[config.mk]
export PLATFORM = sky130hd
export DESIGN_NAME = fpcvt_pipe
export DESIGN_NICKNAME = d
export VERILOG_FILES = /design/src/rtl/fpcvt_pipe.sv
export SDC_FILE = /design/constraint.sdc
export NUM_CORES = 1
export LEC_CHECK = 0
export ABC_AREA = 1
export BUFFER_PORTS_ARGS = -buffer_cell sky130_fd_sc_hd__buf_2
export CAP_MARGIN = 40
export CORE_MARGIN = 5
export CORE_UTILIZATION = 52
export CTS_CLUSTER_SIZE = 14
export DETAILED_ROUTE_END_ITERATION = 7
export HOLD_SLACK_MARGIN = 0.08
export PLACE_DENSITY = 0.85
export RECOVER_POWER = 50
export SYNTH_ARGS = -nofsm -noshare
export SYNTH_HDL_FRONTEND = slang
export SYNTH_SLANG_ARGS = --single-unit
[constraint.sdc]
create_clock -name clk -period 1.6 [get_ports clk]
set_input_delay 0.32 -clock clk [delete_from_list [all_inputs] [get_ports clk]]
set_output_delay 0.32 -clock clk [all_outputs]
set_load 0.005 [all_outputs]
[src/rtl/fpcvt_pipe.sv]
`timescale 1ns/1ps
`default_nettype none
// +---------------------------------------------------------------------------+
// | fpcvt_pipe                                                                |
// | Three-stage two's-complement to (S, E, F) float converter, valid/ready.   |
// | Revision: 1.0                                                             |
// +---------------------------------------------------------------------------+
module fpcvt_pipe #(
  parameter int W  = 12,
  parameter int EW = 3,
  parameter int FW = 4,
  parameter int CW = 16
) (
  input  logic          clk,
  input  logic          rst_n,
  input  logic          in_valid,
  output logic          in_ready,
  input  logic [W-1:0]  D,
  input  logic          rnd_en,
  output logic          out_valid,
  input  logic          out_ready,
  output logic          S,
  output logic [EW-1:0] E,
  output logic [FW-1:0] F,
  output logic          sat,
  output logic [CW-1:0] sat_cnt,
  input  logic          clr
);

  localparam int c_span = 1 << EW;
  localparam int c_lzw  = $clog2(W + 1);

  generate
    if (W != FW + c_span) begin : g_param_check
      $error("fpcvt_pipe: W must equal FW + 2**EW");
    end
  endgenerate

  // One enable moves every stage, so bubbles stay where they are.
  logic w_adv;
  assign w_adv    = !out_valid || out_ready;
  assign in_ready = w_adv;

  // ---------------- stage 1: sign / magnitude ----------------
  logic          r_v1, r_s1, r_psat1, r_rnd1;
  logic [W-1:0]  r_mag1;
  logic [W-1:0]  w_neg;
  logic          w_min;

  assign w_neg = -D;
  assign w_min = (D == {1'b1, {(W-1){1'b0}}});

  always_ff @(posedge clk or negedge rst_n) begin
    if (!rst_n) begin
      r_v1    <= 1'b0;
      r_s1    <= 1'b0;
      r_psat1 <= 1'b0;
      r_rnd1  <= 1'b0;
      r_mag1  <= '0;
    end else if (w_adv) begin
      r_v1    <= in_valid;
      r_s1    <= D[W-1];
      r_rnd1  <= rnd_en;
      r_psat1 <= w_min;
      r_mag1  <= w_min ? {1'b0, {(W-1){1'b1}}} : (D[W-1] ? w_neg : D);
    end
  end

  // ---------------- stage 2: normalise ----------------
  logic [c_lzw-1:0] w_lz;
  logic [FW:0]      w_top;
  logic [EW-1:0]    w_e2;
  logic [FW-1:0]    w_f2;
  logic             w_r2;

  always_comb begin
    w_lz = c_lzw'(W);
    for (int i = 0; i < W; i++) begin
      if (r_mag1[i]) w_lz = c_lzw'(W - 1 - i);
    end
  end

  // Leading one plus FW-1 significand bits plus the round bit.
  assign w_top = (FW+1)'((r_mag1 << w_lz) >> (W - 1 - FW));

  always_comb begin
    if (int'(w_lz) >= c_span) begin
      w_e2 = '0;
      w_f2 = r_mag1[FW-1:0];
      w_r2 = 1'b0;
    end else begin
      w_e2 = EW'(c_span - int'(w_lz));
      w_f2 = w_top[FW:1];
      w_r2 = w_top[0];
    end
  end

  logic          r_v2, r_s2, r_r2, r_psat2, r_rnd2;
  logic [EW-1:0] r_e2;
  logic [FW-1:0] r_f2;

  always_ff @(posedge clk or negedge rst_n) begin
    if (!rst_n) begin
      r_v2    <= 1'b0;
      r_s2    <= 1'b0;
      r_e2    <= '0;
      r_f2    <= '0;
      r_r2    <= 1'b0;
      r_psat2 <= 1'b0;
      r_rnd2  <= 1'b0;
    end else if (w_adv) begin
      r_v2    <= r_v1;
      r_s2    <= r_s1;
      r_e2    <= w_e2;
      r_f2    <= w_f2;
      r_r2    <= w_r2;
      r_psat2 <= r_psat1;
      r_rnd2  <= r_rnd1;
    end
  end

  // ---------------- stage 3: round / saturate ----------------
  logic [FW:0]   w_fsum;
  logic [EW:0]   w_esum;
  logic [FW-1:0] w_f3;
  logic          w_sat3;

  assign w_fsum = {1'b0, r_f2} + {{FW{1'b0}}, r_rnd2 & r_r2};

  always_comb begin
    w_esum = {1'b0, r_e2};
    w_f3   = w_fsum[FW-1:0];
    if (w_fsum[FW]) begin
      w_f3   = {1'b1, {(FW-1){1'b0}}};
      w_esum = w_esum + (EW+1)'(1);
    end
    w_sat3 = w_esum[EW] | r_psat2;
  end

  always_ff @(posedge clk or negedge rst_n) begin
    if (!rst_n) begin
      out_valid <= 1'b0;
      S         <= 1'b0;
      E         <= '0;
      F         <= '0;
      sat       <= 1'b0;
    end else if (w_adv) begin
      out_valid <= r_v2;
      S         <= r_s2;
      E         <= w_sat3 ? {EW{1'b1}} : w_esum[EW-1:0];
      F         <= w_sat3 ? {FW{1'b1}} : w_f3;
      sat       <= w_sat3;
    end
  end

  always_ff @(posedge clk or negedge rst_n) begin
    if (!rst_n) begin
      sat_cnt <= '0;
    end else if (clr) begin
      sat_cnt <= '0;
    end else if (out_valid && out_ready && sat && (sat_cnt != {CW{1'b1}})) begin
      sat_cnt <= sat_cnt + CW'(1);
    end
  end

endmodule
`default_nettype wire

### Word level (Yosys, flattened, before mapping)

Index checks and enable logic that the tools add are counted.

* bits in registers: 54
* input port bits: 18
* logic and storage cells: 58

* add/subtract/negate cells: 5
* order comparisons: 1
* equal/unequal tests: 2
* shift operators: 1
* multiplexer cells: 23
* bitwise gates (word level): 2
* reduce and logical (&&, ||, !) cells: 6

Operators by type and width (number)
* 2-to-1 mux 4 bit: 15
* 2-to-1 mux 16 bit: 2
* 2-to-1 mux 12 bit: 2
* adder 16 x 1 -> 16 bit (second input constant): 1
* inequality test 16 bit (second input constant): 1
* equality test 12 bit (second input constant): 1
* negation 12 bit: 1
* << shifter 12 x 4 -> 12 bit: 1
* 2-to-1 mux 3 bit: 3
* adder 4 x 1 -> 5 bit: 1
* adder 3 x 1 -> 4 bit (second input constant): 1
* >= comparator 4 bit (second input constant): 1
* logical AND 1 bit: 3
* subtractor 1 x 3 -> 3 bit (first input constant): 1
* nonzero test 2 bit: 1
* bitwise AND 1 bit: 1
* zero test 1 bit: 1
* logical OR 1 bit: 1
* 2-to-1 mux 1 bit: 1
* bitwise OR 1 bit: 1

### Depth between registers and ports, before layout

* depth after elaboration: 14
* depth in mapped cells: 19
* mapped depth without buffers: 18

### Worst setup path after synthesis

Ideal clock, no wire load.

* kind: register -> register
* start: register sat_cnt[0]
* end: register sat_cnt[14]
* setup time: 0.104 ns
* arrival: 1.563 ns
* data required time: 1.496 ns
* setup slack: -0.067 ns
* stages on the path, launching flop included: 11
* path buffers: 0
* period minus slack after synthesis: 1.667 ns
* path through: dfrtp_1 -> ha_1 -> nand3_1 -> nor2_1 -> nand4_1 -> nand2_1 -> nand2_1 -> nand2_1 -> nor2_1 -> nand3_1 -> a221oi_1

* cells in the longest elaborated chain, start to end: 3
* elaborated cells between the ends (all ways): 6
* those cells by class: add/sub (1); eq/ne (1); mux (2); reduce/logical (2)

Ends and longest elaborated chain
* from (decl): RTL line 26 `output logic [CW-1:0] sat_cnt,`
* from (signal assigned): RTL line 162 `sat_cnt <= sat_cnt + CW'(1);`
* adder 16 x 1 -> 16 bit or inequality test 16 bit (tied branches): RTL line 162, 161
* 2-to-1 mux 16 bit or logical AND 1 bit (tied branches): RTL line 161 `end else if (out_valid && out_ready && sat && (sat_cnt != {CW{1'b1}})) begin`
* 2-to-1 mux 16 bit or nonzero test 2 bit (tied branches)

Parallel ways exist; a longest one is shown, timed or not. The select of a mux whose other input is x is not followed.
A chain may end at the register's enable or synchronous reset.

### Worst setup path in the final report

* start: register sat_cnt[12]
* end: register sat_cnt[13]

Same word-level chain as after synthesis.

==> results.toml <==
[status]
status = "finished with violations"
violations = "negative setup slack"

[clock_network]
cts_buffer_depth = 2
numCtsBuffers = 5
clk_pin_slew_worst_paths_ns = 0.11
root_buffer = "clkbuf_8"
clock_sinks = 54
clock_latency_ns = 0.32
htreeDepth = 2
tritoncts = "built"

[setup_path]
rrSetupSlack_ns = -0.24
cp-end-kind = "register"
r2r_cells = 10
path_class = "reg -> reg"
start_kind = "register"
cp_data_required_time_ns = 1.82
crit_arrival_ns = 2.07
timing.rr.end = "sat_cnt[13]$_DFFE_PN0P_"
crit_fanout = 6
r2r-start = "sat_cnt[12]$_DFFE_PN0P_"

[global_route]
antenna_found_initial = 0
grt_util_all_layers_pct = 23.3
grt_max_degree = 55
grt_pass1_wl_mm = 14.0
gr-total-overflow = 0
first_global_vias = 3196

[synthesis]
ys_top_cells_by_area = "dfrtp_1 (44%), nand2_1 (12%), inv_1 (6.4%)"
synth_cells = 407
syn_nets = 431
netlist.area_leader.share_pct = 44.1
synth_area_mm2 = 0.00307
yosysSeqAreaShare_pct = 44.1
synth.distinct_cells = 38
synth_warnings = 0
synth_top_cell_by_area = "dfrtp_1"
ys_ff_latch = 54
syn_area_per_cell_um2 = 7.53

[detailed_routing]
first_pass_iters = 5
route.antenna.remaining_nets = 0
drt_iter0_drc = 236
viasPerCell = 5.73
vias = 3345
drc_errors = 0
wl_per_cell_um = 16.5
routed_wl_mm = 9.63

[sta]
fin_crit_sh_pct = 115
fmax_mhz = 542
final.min_clock_period_ns = 1.84
slew-limit-headroom_pct = 51.0
slew_violations = 0
tightest_slew_ns = 0.735
setup_ws_ns = -0.245
hold_viol_final = 0
rsz0062_at_grt = "true"
fin_skew_ns = 0.0141
setup_viol = 31

[power_and_ir_drop]
ir_drop_uv = 878
p_seq_share_pct = 35.6
swShare_pct = 41.4
p_leak_nw = 2.19
p_per_area_mw_per_mm2 = 1310
p_switching_w = 0.00236
clkPwrFrac_pct = 16.9
p_int_w = 0.00334
comb_power_share_pct = 47.6

[floorplan]
initial_core_util_pct = 52.7
io_pins = 45
die_h_um = 86.8
rows = 28
die_w_um = 86.8
die-area_mm2 = 0.00753
fp.coreArea_mm2 = 0.00582

[layout]
nNetsFinal = 532
final_common_cell = "nand2_1"
mostFrequentLayoutCells = "nand2_1 (85), dfrtp_1 (54), buf_4 (48), buf_2 (44), inv_1 (42)"
finish.utilization_pct = 74.8
diodes = 0
syn_to_final_growth_pct = 41.9
fill_cells = 388
final_layout_size_suffix_gt1_share_pct = 39.9
fin_cells = 584

[hold_path]
hp-start = "rnd_en"
hold_depth = 3
min_to = "r_rnd1$_DFFE_PN0P_"
min-delay-path-class = "in -> reg"

[placed_design]
dp_cells = 562
port-buffer-count = 44
place.gp.congestion = 0.861
hpwl_mm = 5.65
place_ws_ns = -0.106

[job]
maxCapViolations = 0
[sequential cells by signal (all words and copies together) (netlist names)]
register / cells
F: 4
r_s1: 1
r_psat2: 1
r_e2: 3
r_rnd2: 1
r_v1: 1
r_r2: 1
sat_cnt: 16
r_rnd1: 1
r_mag1: 12
sat: 1
r_s2: 1
S: 1
out_valid: 1
r_v2: 1
r_f2: 4
r_psat1: 1
E: 3
[through the flow]
| step | total power (W) | hold WS (ns) | setup TNS, ns | cell area (µm²) |
|---|---|---|---|---|
| global placement | 0.00393 | 0.336 | -0.262 | 3710 |
| detailed placement | 0.00403 | 0.337 | -1.66 | 3710 |
| global route | 0.00602 | 0.196 | -6.83 | 4350 |
| CTS | 0.00532 | 0.195 | -0.254 | 4090 |
| finish | 0.00570 | 0.194 | -3.84 | 4350 |
| floorplan | 0.00323 | 0.0244 | -0.0306 | 3090 |
[worst max-delay path, cell delays in order, from the launching register on]
cell,delay [ns]
dfrtp_1,0.43
inv_1,0.10
nor3_1,0.29
nand4_1,0.22
nand2_4,0.22
nand2_4,0.11
inv_4,0.08
nor2_2,0.05
nand2_2,0.08
a21oi_2,0.06
o21a_1,0.10
[layout make-up]
class / instances / area (µm²) / area share (%)
Inverter: 59 / 236 / 5.44
Clock inverter: 3 / 47.5 / 1.09
Multi-Input combinational cell: 286 / 1860 / 42.8
Clock buffer: 5 / 68.8 / 1.58
Sequential cell: 54 / 1350 / 31.1
Tap cell: 75 / 93.8 / 2.16
Timing Repair Buffer: 102 / 692 / 15.9
[cell families (layout without fill, tap and decap cells)]
group                    after synthesis  after routing  synth area share, %
AO/OA/AOI/OAI                         60             60                 11.5
XOR/XNOR                              13             13                 3.71
adder cells (fa/ha/maj)                6              6                 2.45
buffers and inverters                 67            169                 8.65
flip-flops                            54             54                 44.1
AND/OR/NAND/NOR                      207            207                 29.6
[repair_timing]
action,in CTS,in global routing
hold buffers,1,0
gates resized for setup,43,73
setup endpoints to repair,23,31
pin swaps,19,20
setup buffers,8,6
hold endpoints to repair,54,0
[synth_stat cells, drive strengths merged]
library cell / count
xnor2: 1
clkinv: 2
nand3b: 1
nor2: 43
a22oi: 7
nand2: 102
nor4: 3
a211oi: 1
a41oi: 1
clkbuf: 6
o22ai: 1
o211ai: 1
a221oi: 1
a211o: 1
ha: 6
o21ai: 24
nor3b: 1
a21oi: 18
o32a: 1
nand4: 6
buf: 2
inv: 57
xor2: 12
nor3: 15
nand3: 36
o31ai: 1
a31oi: 1
dfrtp: 54
o21a: 1
o221a: 1
[worst max path at each step]
stage	startpoint	endpoint	cells past startpoint
after floorplan	r_mag1[1]$_DFFE_PN0P_	r_e2[2]$_DFFE_PN0P_	16
after global placement	sat_cnt[0]$_DFFE_PN0P_	sat_cnt[14]$_DFFE_PN0P_	10
after detailed placement	r_r2$_DFFE_PN0P_	F[2]$_DFFE_PN0P_	12
after CTS	sat_cnt[0]$_DFFE_PN0P_	sat_cnt[14]$_DFFE_PN0P_	10
after global routing	sat_cnt[12]$_DFFE_PN0P_	sat_cnt[13]$_DFFE_PN0P_	10
final	sat_cnt[12]$_DFFE_PN0P_	sat_cnt[13]$_DFFE_PN0P_	10
[power by group through the flow]
stage	clock, W	sequential [W]	combinational, W
final	0.000962	0.00203	0.00271
after global placement	0	0.00197	0.00196
after floorplan	0	0.00196	0.00126
after detailed placement	0	0.00199	0.00204
after CTS	0.000957	0.00199	0.00237
after global routing	0.00102	0.00206	0.00293
[per-layer routing]
metal | vias up | share of wire, % | track usage (%)
met5 | - | 0 | 0
met3 | 58 | 6.5 | 3.80
met4 | 0 | 5.7 | 12.0
met2 | 180 | 52 | 42.2
li1 | 1534 | - | -
met1 | 1573 | 36 | 26.0
(Power assumes the default switching activity.)
